==> src/rtl/atm_pkg.sv <==
// Shared types and defaults for the ATM input conditioner.
// Latency: n/a (declarations only).
// Backpressure: n/a.
package atm_pkg;

    // Per-button debounce FSM encoding; bit 1 doubles as the debounced level.
    typedef enum logic [1:0] {
        BTN_RELEASED     = 2'd0,
        BTN_PRESS_WAIT   = 2'd1,
        BTN_PRESSED      = 2'd2,
        BTN_RELEASE_WAIT = 2'd3
    } btn_state_t;

    // Simulation-friendly default; the board build overrides with 500000.
    localparam int DEBOUNCE_CYCLES_DEF = 4;
    localparam int CNT_W_DEF           = 20;

endpackage

==> src/rtl/atm_input_conditioner_if.sv <==
// Bundle of raw board inputs and conditioned outputs of the input conditioner.
// Latency: n/a (wires only).
// Backpressure: none; every signal is a plain level or pulse.
interface atm_input_conditioner_if;

    logic       BTN3;
    logic       BTN2;
    logic       BTN1;
    logic [3:0] SW;
    logic       btn3_pulse;
    logic       btn2_pulse;
    logic       btn1_pulse;
    logic [2:0] btn_level;
    logic [3:0] sw_stable;
    logic       any_pulse;

    // Board / stimulus side: drives raw inputs, observes conditioned outputs.
    modport master (
        output BTN3, BTN2, BTN1, SW,
        input  btn3_pulse, btn2_pulse, btn1_pulse, btn_level, sw_stable, any_pulse
    );

    // Conditioner side.
    modport slave (
        input  BTN3, BTN2, BTN1, SW,
        output btn3_pulse, btn2_pulse, btn1_pulse, btn_level, sw_stable, any_pulse
    );

endinterface

==> src/rtl/btn_debounce.sv <==
// One push-button channel: 2-flop synchronizer, debounce FSM, press pulse and level.
// Latency: raw first sampled high at edge k -> pulse for the cycle after edge k+D+2.
// Backpressure: none; one pulse per accepted press, no auto-repeat.
module btn_debounce
    import atm_pkg::*;
#(
    parameter int DEBOUNCE_CYCLES = DEBOUNCE_CYCLES_DEF,
    parameter int CNT_W           = CNT_W_DEF
) (
    input  logic clk,
    input  logic rst,
    input  logic raw,
    output logic pulse,
    output logic press_fire,
    output logic level,
    output logic press_wait
);

    localparam logic [CNT_W-1:0] D = CNT_W'(DEBOUNCE_CYCLES);

    logic [1:0]       sync_q;
    logic             synced;
    btn_state_t       state;
    logic [CNT_W-1:0] cnt;

    assign synced = sync_q[1];

    // Press is accepted when a full run of D stable-high cycles has been counted.
    assign press_fire = (state == BTN_PRESS_WAIT) && synced && (cnt >= D);
    assign level      = state[1];
    assign press_wait = (state == BTN_PRESS_WAIT);

    // Synchronizer, debounce FSM, saturating run counter and registered press pulse.
    always_ff @(posedge clk or negedge rst) begin
        if (!rst) begin
            sync_q <= 2'b00;
            state  <= BTN_RELEASED;
            cnt    <= '0;
            pulse  <= 1'b0;
        end else begin
            sync_q <= {sync_q[0], raw};
            pulse  <= press_fire;
            case (state)
                BTN_RELEASED: begin
                    if (synced) begin
                        state <= BTN_PRESS_WAIT;
                        cnt   <= CNT_W'(1);
                    end else begin
                        cnt   <= '0;
                    end
                end
                BTN_PRESS_WAIT: begin
                    if (!synced) begin
                        state <= BTN_RELEASED;
                        cnt   <= '0;
                    end else if (cnt >= D) begin
                        state <= BTN_PRESSED;
                        cnt   <= '0;
                    end else begin
                        cnt   <= cnt + CNT_W'(1);
                    end
                end
                BTN_PRESSED: begin
                    if (!synced) begin
                        state <= BTN_RELEASE_WAIT;
                        cnt   <= CNT_W'(1);
                    end else begin
                        cnt   <= '0;
                    end
                end
                BTN_RELEASE_WAIT: begin
                    if (synced) begin
                        state <= BTN_PRESSED;
                        cnt   <= '0;
                    end else if (cnt >= D) begin
                        state <= BTN_RELEASED;
                        cnt   <= '0;
                    end else begin
                        cnt   <= cnt + CNT_W'(1);
                    end
                end
            endcase
        end
    end

endmodule

==> src/rtl/atm_input_conditioner.sv <==
// Board-input front end: three debounced press-pulse buttons plus a debounced switch bank.
// Latency: pulses at edge k+D+2 after first raw sample; switches settle D+3 edges after change.
// Backpressure: none; switch updates are held off while a button press is being qualified.
module atm_input_conditioner
    import atm_pkg::*;
#(
    parameter int DEBOUNCE_CYCLES = DEBOUNCE_CYCLES_DEF,
    parameter int CNT_W           = CNT_W_DEF
) (
    input  logic                   clk,
    input  logic                   rst,
    atm_input_conditioner_if.slave io
);

    localparam logic [CNT_W-1:0] D = CNT_W'(DEBOUNCE_CYCLES);

    logic [2:0] raw_vec;
    logic [2:0] pulse_vec;
    logic [2:0] fire_vec;
    logic [2:0] level_vec;
    logic [2:0] pw_vec;
    logic       any_pulse_q;

    logic [3:0]       sw_s1;
    logic [3:0]       sw_s2;
    logic [3:0]       sw_prev;
    logic [CNT_W-1:0] sw_cnt;
    logic [3:0]       sw_stable_q;
    logic             sw_freeze;

    assign raw_vec = {io.BTN3, io.BTN2, io.BTN1};

    for (genvar i = 0; i < 3; i++) begin : g_btn
        btn_debounce #(
            .DEBOUNCE_CYCLES (DEBOUNCE_CYCLES),
            .CNT_W           (CNT_W)
        ) u_btn (
            .clk        (clk),
            .rst        (rst),
            .raw        (raw_vec[i]),
            .pulse      (pulse_vec[i]),
            .press_fire (fire_vec[i]),
            .level      (level_vec[i]),
            .press_wait (pw_vec[i])
        );
    end

    // Keep the switch value fixed while any press is in flight or being delivered,
    // so the controller never sees the operand change under a button event.
    assign sw_freeze = any_pulse_q | (|pw_vec);

    // any_pulse is built from the channels' next-pulse terms so it lines up with them.
    always_ff @(posedge clk or negedge rst) begin
        if (!rst) begin
            any_pulse_q <= 1'b0;
        end else begin
            any_pulse_q <= |fire_vec;
        end
    end

    // Switch synchronizer, stability counter and frozen-aware stable-value register.
    always_ff @(posedge clk or negedge rst) begin
        if (!rst) begin
            sw_s1       <= 4'h0;
            sw_s2       <= 4'h0;
            sw_prev     <= 4'h0;
            sw_cnt      <= '0;
            sw_stable_q <= 4'h0;
        end else begin
            sw_s1   <= io.SW;
            sw_s2   <= sw_s1;
            sw_prev <= sw_s2;
            if (sw_s2 != sw_prev) begin
                sw_cnt <= '0;
            end else if (sw_cnt < D) begin
                sw_cnt <= sw_cnt + CNT_W'(1);
            end
            // The equality term stops a fresh change from riding on a saturated count.
            if (!sw_freeze && (sw_s2 == sw_prev) && (sw_cnt >= D) && (sw_s2 != sw_stable_q)) begin
                sw_stable_q <= sw_s2;
            end
        end
    end

    assign io.btn3_pulse = pulse_vec[2];
    assign io.btn2_pulse = pulse_vec[1];
    assign io.btn1_pulse = pulse_vec[0];
    assign io.btn_level  = level_vec;
    assign io.sw_stable  = sw_stable_q;
    assign io.any_pulse  = any_pulse_q;

endmodule

==> src/flat_wrapper.sv <==
// flat-port wrapper written by rule: the top's interface ports become plain ports
module atm_input_conditioner_flat import atm_pkg::*;
#(
    parameter int DEBOUNCE_CYCLES = DEBOUNCE_CYCLES_DEF,
    parameter int CNT_W           = CNT_W_DEF
)
  (clk, rst, io_BTN3, io_BTN2, io_BTN1, io_SW, io_btn3_pulse, io_btn2_pulse, io_btn1_pulse, io_btn_level, io_sw_stable, io_any_pulse);
  atm_input_conditioner_if io_i ();
  input  logic clk;
  input  logic rst;
  input wire logic [$bits(io_i.BTN3)-1:0] io_BTN3;
  input wire logic [$bits(io_i.BTN2)-1:0] io_BTN2;
  input wire logic [$bits(io_i.BTN1)-1:0] io_BTN1;
  input wire logic [$bits(io_i.SW)-1:0] io_SW;
  output wire logic [$bits(io_i.btn3_pulse)-1:0] io_btn3_pulse;
  output wire logic [$bits(io_i.btn2_pulse)-1:0] io_btn2_pulse;
  output wire logic [$bits(io_i.btn1_pulse)-1:0] io_btn1_pulse;
  output wire logic [$bits(io_i.btn_level)-1:0] io_btn_level;
  output wire logic [$bits(io_i.sw_stable)-1:0] io_sw_stable;
  output wire logic [$bits(io_i.any_pulse)-1:0] io_any_pulse;
  assign io_i.BTN3 = io_BTN3;
  assign io_i.BTN2 = io_BTN2;
  assign io_i.BTN1 = io_BTN1;
  assign io_i.SW = io_SW;
  assign io_btn3_pulse = io_i.btn3_pulse;
  assign io_btn2_pulse = io_i.btn2_pulse;
  assign io_btn1_pulse = io_i.btn1_pulse;
  assign io_btn_level = io_i.btn_level;
  assign io_sw_stable = io_i.sw_stable;
  assign io_any_pulse = io_i.any_pulse;
  atm_input_conditioner #(.DEBOUNCE_CYCLES(DEBOUNCE_CYCLES), .CNT_W(CNT_W)) u_core (.clk(clk), .rst(rst), .io(io_i));
endmodule
==> config.mk <==
export PLATFORM = sky130hd
export DESIGN_NAME = atm_input_conditioner_flat
export DESIGN_NICKNAME = d
export VERILOG_FILES = /design/src/rtl/atm_pkg.sv /design/src/rtl/atm_input_conditioner_if.sv /design/src/rtl/btn_debounce.sv /design/src/rtl/atm_input_conditioner.sv /design/src/flat_wrapper.sv
export SDC_FILE = /design/constraint.sdc
export NUM_CORES = 1
export LEC_CHECK = 0
export CAP_MARGIN = 20
export CORE_MARGIN = 3
export CORE_UTILIZATION = 54
export CTS_BUF_LIST = sky130_fd_sc_hd__clkbuf_8
export DETAILED_ROUTE_END_ITERATION = 8
export MAX_ROUTING_LAYER = met4
export PLACE_DENSITY = 0.76
export SLEW_MARGIN = 20
export SYNTH_ARGS = -nofsm -noshare
export SYNTH_HDL_FRONTEND = slang
export SYNTH_SLANG_ARGS = --single-unit
==> constraint.sdc <==
create_clock -name clk -period 1.7 [get_ports clk]
set_input_delay 0.51 -clock clk [delete_from_list [all_inputs] [get_ports clk]]
set_output_delay 0.51 -clock clk [all_outputs]
set_load 0.01 [all_outputs]
==> results of run 1 <==
-- metal layers --
metal	wire length (um)	global-route usage
met5	0	-
met4	59	0.0577
met3	251	0.0577
met2	2400	0.238
met1	2440	0.210
-- power by group through the flow --
stage | Combinational [mW] | Clock, mW | Sequential (mW)
detailed placement | 0.689 | 0 | 3.09
floorplan | 0.430 | 0 | 3.06
global placement | 0.677 | 0 | 3.08
CTS | 0.732 | 1.76 | 3.02
finish | 0.727 | 1.69 | 3.02
global route | 0.816 | 1.87 | 3.05
-- path summary, 6_finish.rpt --
path | from | to | cells after the start
worst max-delay path | flip-flop | io_btn_level[0] | 1
worst min-delay path | rst | u_core.g_btn[2].u_btn.cnt[15] | 1
worst max register to register | u_core.g_btn[1].u_btn.cnt[13] | flip-flop | 4
worst min register to register | u_core.g_btn[1].u_btn.sync_q[0] | u_core.g_btn[1].u_btn.sync_q[1] | 0
max in group asynchronous | rst | u_core.g_btn[1].u_btn.pulse | 2
min in group clk | u_core.g_btn[1].u_btn.sync_q[0] | u_core.g_btn[1].u_btn.sync_q[1] | 0
-- timing repair --
item	4_1_cts	5_1_grt
setup buffers	3	0
endpoints found under the setup margin	12	5
hold endpoints to repair	0	0
resized for setup	12	7
pin swaps	1	0
-- stage by stage --
| step | hold slack (ps) | cell area [um2] | utilization | setup slack, ps | total power [mW] |
|---|---|---|---|---|---|
| floorplan | 214 | 3880 | - | 117 | 3.49 |
| global route | 19.5 | 4520 | 0.696 | -9.39 | 5.74 |
| finish | 32.1 | 4520 | 0.696 | 90.0 | 5.44 |
| CTS | 20.0 | 4480 | 0.689 | 5.96 | 5.50 |
| detailed placement | 336 | 4240 | 0.652 | 7.12 | 3.78 |
| global placement | 332 | 4240 | 0.652 | 51.3 | 3.76 |
-- layout make-up --
type | count | area, um2 | area share
clock inverters | 7 | 100 | 0.0221
well taps | 77 | 96.3 | 0.0213
inverters | 13 | 48.8 | 0.0108
repair buffers | 30 | 294 | 0.0650
flip-flops and latches | 112 | 2800 | 0.620
clock buffers | 9 | 124 | 0.0274
multi-input cells | 160 | 1050 | 0.233
-- kinds of logic (layout without fill, tap and decap cells) --
group | after synthesis | in the layout | synth area share
DFF | 112 | 112 | 0.758
and+or+nand+nor | 71 | 71 | 0.117
buffers and inverters | 17 | 59 | 0.0206
AOI/OAI and AO/OA | 16 | 16 | 0.0379
adders and majority gates | 8 | 8 | 0.0271
xor gates and xnor gates | 7 | 7 | 0.0166
muxes | 7 | 7 | 0.0210
other | 1 | 51 | 0.00101
-- layout by cell type, fill, tap and decap left out, types with 7 or more instances in the layout --
| master | synthesis | final |
|---|---|---|
| dfrtp_1 | 112 | 112 |
| conb_1 | 1 | 51 |
| inv_1 | 13 | 13 |
| and2_1 | 13 | 13 |
| dlygate4sd2_1 | 0 | 11 |
| nor2_1 | 10 | 10 |
| nor4_1 | 15 | 10 |
| clkbuf_8 | 0 | 9 |
| buf_4 | 3 | 9 |
| and2_2 | 8 | 8 |
| ha_1 | 8 | 8 |
| clkdlybuf4s50_1 | 0 | 7 |
-- state kept, by name (all words and copies together), names as in the netlist, named ones only --
name / cells
u_core.g_btn.u_btn.cnt: 60
u_core.sw_cnt: 20
u_core.g_btn.u_btn.sync_q: 6
u_core.io.sw_stable: 4
u_core.sw_prev: 4
u_core.sw_s1: 4
u_core.sw_s2: 4
u_core.g_btn.u_btn.pulse: 3
u_core.g_btn.u_btn.state: 3
u_core.io.any_pulse: 1
==> metrics.csv, run 1 <==
metric;value;unit
crit start category;flip-flop;
dpl hpwl;3.60;mm
Cells after DPL;389;
Async SR Flop Fraction;1.00;
WL/cell;12.6;um
number of CTS-inserted buffers;9;
routability cong.;0.775;
switch share;0.251;
maximum clock frequency;621;MHz
Seq pwr share;0.555;
die footprint;7870;um2
crit share post-route;0.947;
fill cell count;454;
Static Leak;2.22;nW
share of cells above drive strength 1;0.151;
crit path buf inv count;1;
vias in the first global route;2025;
htree depth;3;
CP max-delay cell;dfrtp_1;
cells after synthesis;239;
NumNets Final;343;
area leader, netlist;dfrtp_1;
Crit. End Element;output pin;
fin cells;408;
Initial DRT Pass Iterations;4;
vias per cell;4.64;
final hold violation count;0;
flop-to-flop setup slack;100;ps
CTS tree;yes;
NetSw;1.37;mW
skew final;8.15;ps
combinational share of power;0.134;
Arr. time, crit path;1100;ps
Die H;88.7;um
Vias;1893;
initial drt markers;52;
synthesized cell area;3700;um2
DRC;0;
Worst EP required;1190;ps
top cell type's share of synthesized area;0.758;
total of max-cap violations;0;
syn avg cell area;15.5;um2
IO buf count;19;
minimum clock period;1610;ps
CP delay by family, top;flip-flops;
Global Route Usage Sum;0.162;
number of buffers inserted by hold repair at cts;0;
routed wire length;5.16;mm
synth warn;0;
Distinct cells, synth;32;
most frequent cell after synthesis;dfrtp_1;
Syn-to-layout area delta;22.3;%
antenna violations before repair;0;
final setup vio count;0;
die width;88.7;um
Pwr Density;1200;nW/um2
Initial Utilization;0.569;
Int Pwr;4.07;mW
Synth area leaders;dfrtp_1, ha_1, nor4_1;
Most used DFF post-synth;dfrtp_1;
Worst-path clk slew;100;ps
antenna-violating nets left;0;
Clock Sinks;112;
Skew-Pair Late Insertion Delay;360;ps
crit-path cells;dlygate4sd2_1;
VDD IR-drop max;0.700;mV
Setup TNS;0;ps
n_diodes;0;
clk root buf;clkbuf_8;
core area;6490;um2
clk buf depth;2;
CP Class;flip-flop to output pin;
first-pass GRT wire length;9.18;mm
crit-path max FO;4;
placement row count;29;
Clk pwr share;0.311;
Hold Crit Class;primary input to async pin;
largest net degree at the start of global routing;29;
sequential share of the synthesized area;0.758;
status;finished, final reports clean;
Post-synth EDFFs;0;
total gr overflow;0;
synthesis-stage register bit count;112;
Synth top cells by count;dfrtp_1, nor4_1, and2_1, inv_1, nor2_1;
Final Slew Violations;0;
CP peak stage delay;430;ps
num ports;20;
Note: power is estimated with default switching activity, not from simulation.
==> inputs of run 2 (changes only) <==
- GPL_TIMING_DRIVEN: unset -> 1
- MAX_ROUTING_LAYER: met4 -> unset
==> run 2 against run 1 <==
Count of clock-buffer cells in the layout stayed put. Total power hardly changed. Final cell count stayed put. Register-to-register slack hardly changed. Critical path type unchanged. Critical endpoint unchanged.
==> metrics.csv, run 2 (synthesized netlist as in run 1, its figures left out) <==
metric;value;unit;change
Final Slew Violations;0;;unchanged
Syn-to-layout area delta;22.3;%;unchanged
Initial Utilization;0.569;;unchanged
Core Util, Final;0.696;;unchanged
Worst-path clk slew;100;ps;about the same
combinational share of power;0.134;;about the same
Global Route Usage Sum;0.157;;was 0.162
WL/cell;12.7;um;was 12.6 um
most frequent cells in the layout;dfrtp_1, conb_1, inv_1, and2_1, dlygate4sd2_1;;unchanged
skew final;7.79;ps;was 8.15 ps
clk root buf;clkbuf_8;;unchanged
CP Class;flip-flop to output pin;;unchanged
Clk pwr share;0.311;;about the same
dpl hpwl;3.60;mm;unchanged
minimum clock period;1610;ps;about the same
vias in the first global route;2022;;was 2025
antenna-violating nets left;0;;unchanged
crit path buf inv count;1;;unchanged
antenna violations before repair;0;;unchanged
Setup TNS;0;ps;unchanged
total of max-cap violations;0;;unchanged
Arr. time, crit path;1100;ps;about the same
die footprint;7870;um2;unchanged
core area;6490;um2;unchanged
num ports;20;;unchanged
NumNets Final;343;;unchanged
IO buf count;19;;unchanged
multi-input logic area;1050;um2;unchanged
NetSw;1.36;mW;was 1.37 mW
biggest regs;u_core.g_btn.u_btn.cnt x60, u_core.sw_cnt x20, u_core.g_btn.u_btn.sync_q x6;;unchanged
vias per cell;4.64;;about the same
CTS tree;yes;;unchanged
htree depth;3;;unchanged
crit share post-route;0.947;;about the same
CP delay by family, top;flip-flops;;unchanged
DRC;0;;unchanged
Crit. End Element;output pin;;unchanged
clk buf depth;2;;unchanged
CP peak stage delay;430;ps;about the same
Worst EP required;1190;ps;about the same
fill cell count;454;;unchanged
number of CTS-inserted buffers;9;;unchanged
initial drt markers;43;;was 52
maximum clock frequency;621;MHz;about the same
Pwr Density;1200;nW/um2;about the same
switch share;0.251;;about the same
crit start category;flip-flop;;unchanged
Initial DRT Pass Iterations;4;;unchanged
Clock Sinks;112;;unchanged
VDD IR-drop max;0.695;mV;was 0.700 mV
Vias;1892;;was 1893
Seq pwr share;0.555;;about the same
placement row count;29;;unchanged
number of buffers inserted by hold repair at cts;0;;unchanged
final setup vio count;0;;unchanged
Int Pwr;4.07;mW;unchanged
status;finished, final reports clean;;unchanged
routed wire length;5.18;mm;was 5.16 mm
Skew-Pair Late Insertion Delay;350;ps;was 360 ps
total gr overflow;0;;unchanged
crit-path cells;dlygate4sd2_1;;unchanged
Hold Crit Class;primary input to async pin;;unchanged
max FFs per register;60;;unchanged
largest reg by FF count;u_core.g_btn.u_btn.cnt;;unchanged
final hold violation count;0;;unchanged
routability cong.;0.765;;was 0.775
Die H;88.7;um;unchanged
crit-path max FO;4;;unchanged
largest net degree at the start of global routing;29;;unchanged
first-pass GRT wire length;9.16;mm;was 9.18 mm
Static Leak;2.22;nW;unchanged
die width;88.7;um;unchanged
commonest non-fill, non-tap cell in the layout;dfrtp_1;;unchanged
n_diodes;0;;unchanged
share of cells above drive strength 1;0.151;;unchanged
FF/Latch Area;2800;um2;unchanged
CP max-delay cell;dfrtp_1;;unchanged
-- run 2: path summary, 6_finish.rpt --
| path | startpoint | end | slack (ps) | depth (start not counted) |
|---|---|---|---|---|
| min reg2reg | u_core.g_btn[1].u_btn.sync_q[0] | u_core.g_btn[1].u_btn.sync_q[1] | 360 | 0 |
| max in group asynchronous | rst | u_core.g_btn[1].u_btn.pulse | 1170 | 2 |
| max reg2reg | u_core.g_btn[1].u_btn.cnt[13] | flip-flop | 100 | 4 |
| max | flip-flop | io_btn_level[0] | 90 | 1 |
| min | rst | u_core.g_btn[2].u_btn.cnt[15] | 30 | 1 |
| min in group clk | u_core.g_btn[1].u_btn.sync_q[0] | u_core.g_btn[1].u_btn.sync_q[1] | 360 | 0 |
-- run 2: through the flow --
stage / power (mW) / cell area [um2] / setup WS [ps] / hold WS [ps] / instances
3_5_place_dp: 3.78 / 4240 / 7.12 / 336 / 389
4_1_cts: 5.50 / 4480 / 5.96 / 20.0 / 408
3_3_place_gp: 3.76 / 4240 / 51.3 / 332 / 389
5_1_grt: 5.74 / 4520 / -8.96 / 19.5 / 408
2_1_floorplan: 3.49 / 3880 / 117 / 214 / 289
6_report: 5.44 / 4520 / 90.3 / 32.5 / 408
-- run 2: final cells by class --
cell class                      instances  share of cell area
Clock buffer                            9              0.0274
Inverter                               13              0.0108
Tap cell                               77              0.0213
Sequential cell                       112               0.620
Clock inverter                          7              0.0221
Timing Repair Buffer                   30              0.0650
Multi-Input combinational cell        160               0.233
-- run 2: power groups by stage --
| stage | combinational [mW] | clock (mW) | sequential, mW |
|---|---|---|---|
| 2_1_floorplan | 0.430 | 0 | 3.06 |
| 3_3_place_gp | 0.677 | 0 | 3.08 |
| 3_5_place_dp | 0.689 | 0 | 3.09 |
| 4_1_cts | 0.732 | 1.76 | 3.02 |
| 5_1_grt | 0.816 | 1.87 | 3.05 |
| 6_report | 0.727 | 1.69 | 3.02 |
-- run 2: layer usage --
metal / track usage / up-vias / part of all wire
met5: 0 / - / 0
met4: 0.0577 / 0 / 0.012
met3: 0.0577 / 4 / 0.050
met2: 0.239 / 36 / 0.47
met1: 0.209 / 926 / 0.47
li1: - / 926 / -
-- run 2: timing repair --
item / 4_1_cts / 5_1_grt
pin swaps: 1 / 0
gates resized for setup: 12 / 7
setup buffers: 3 / 0
endpoints found under the setup margin: 12 / 5
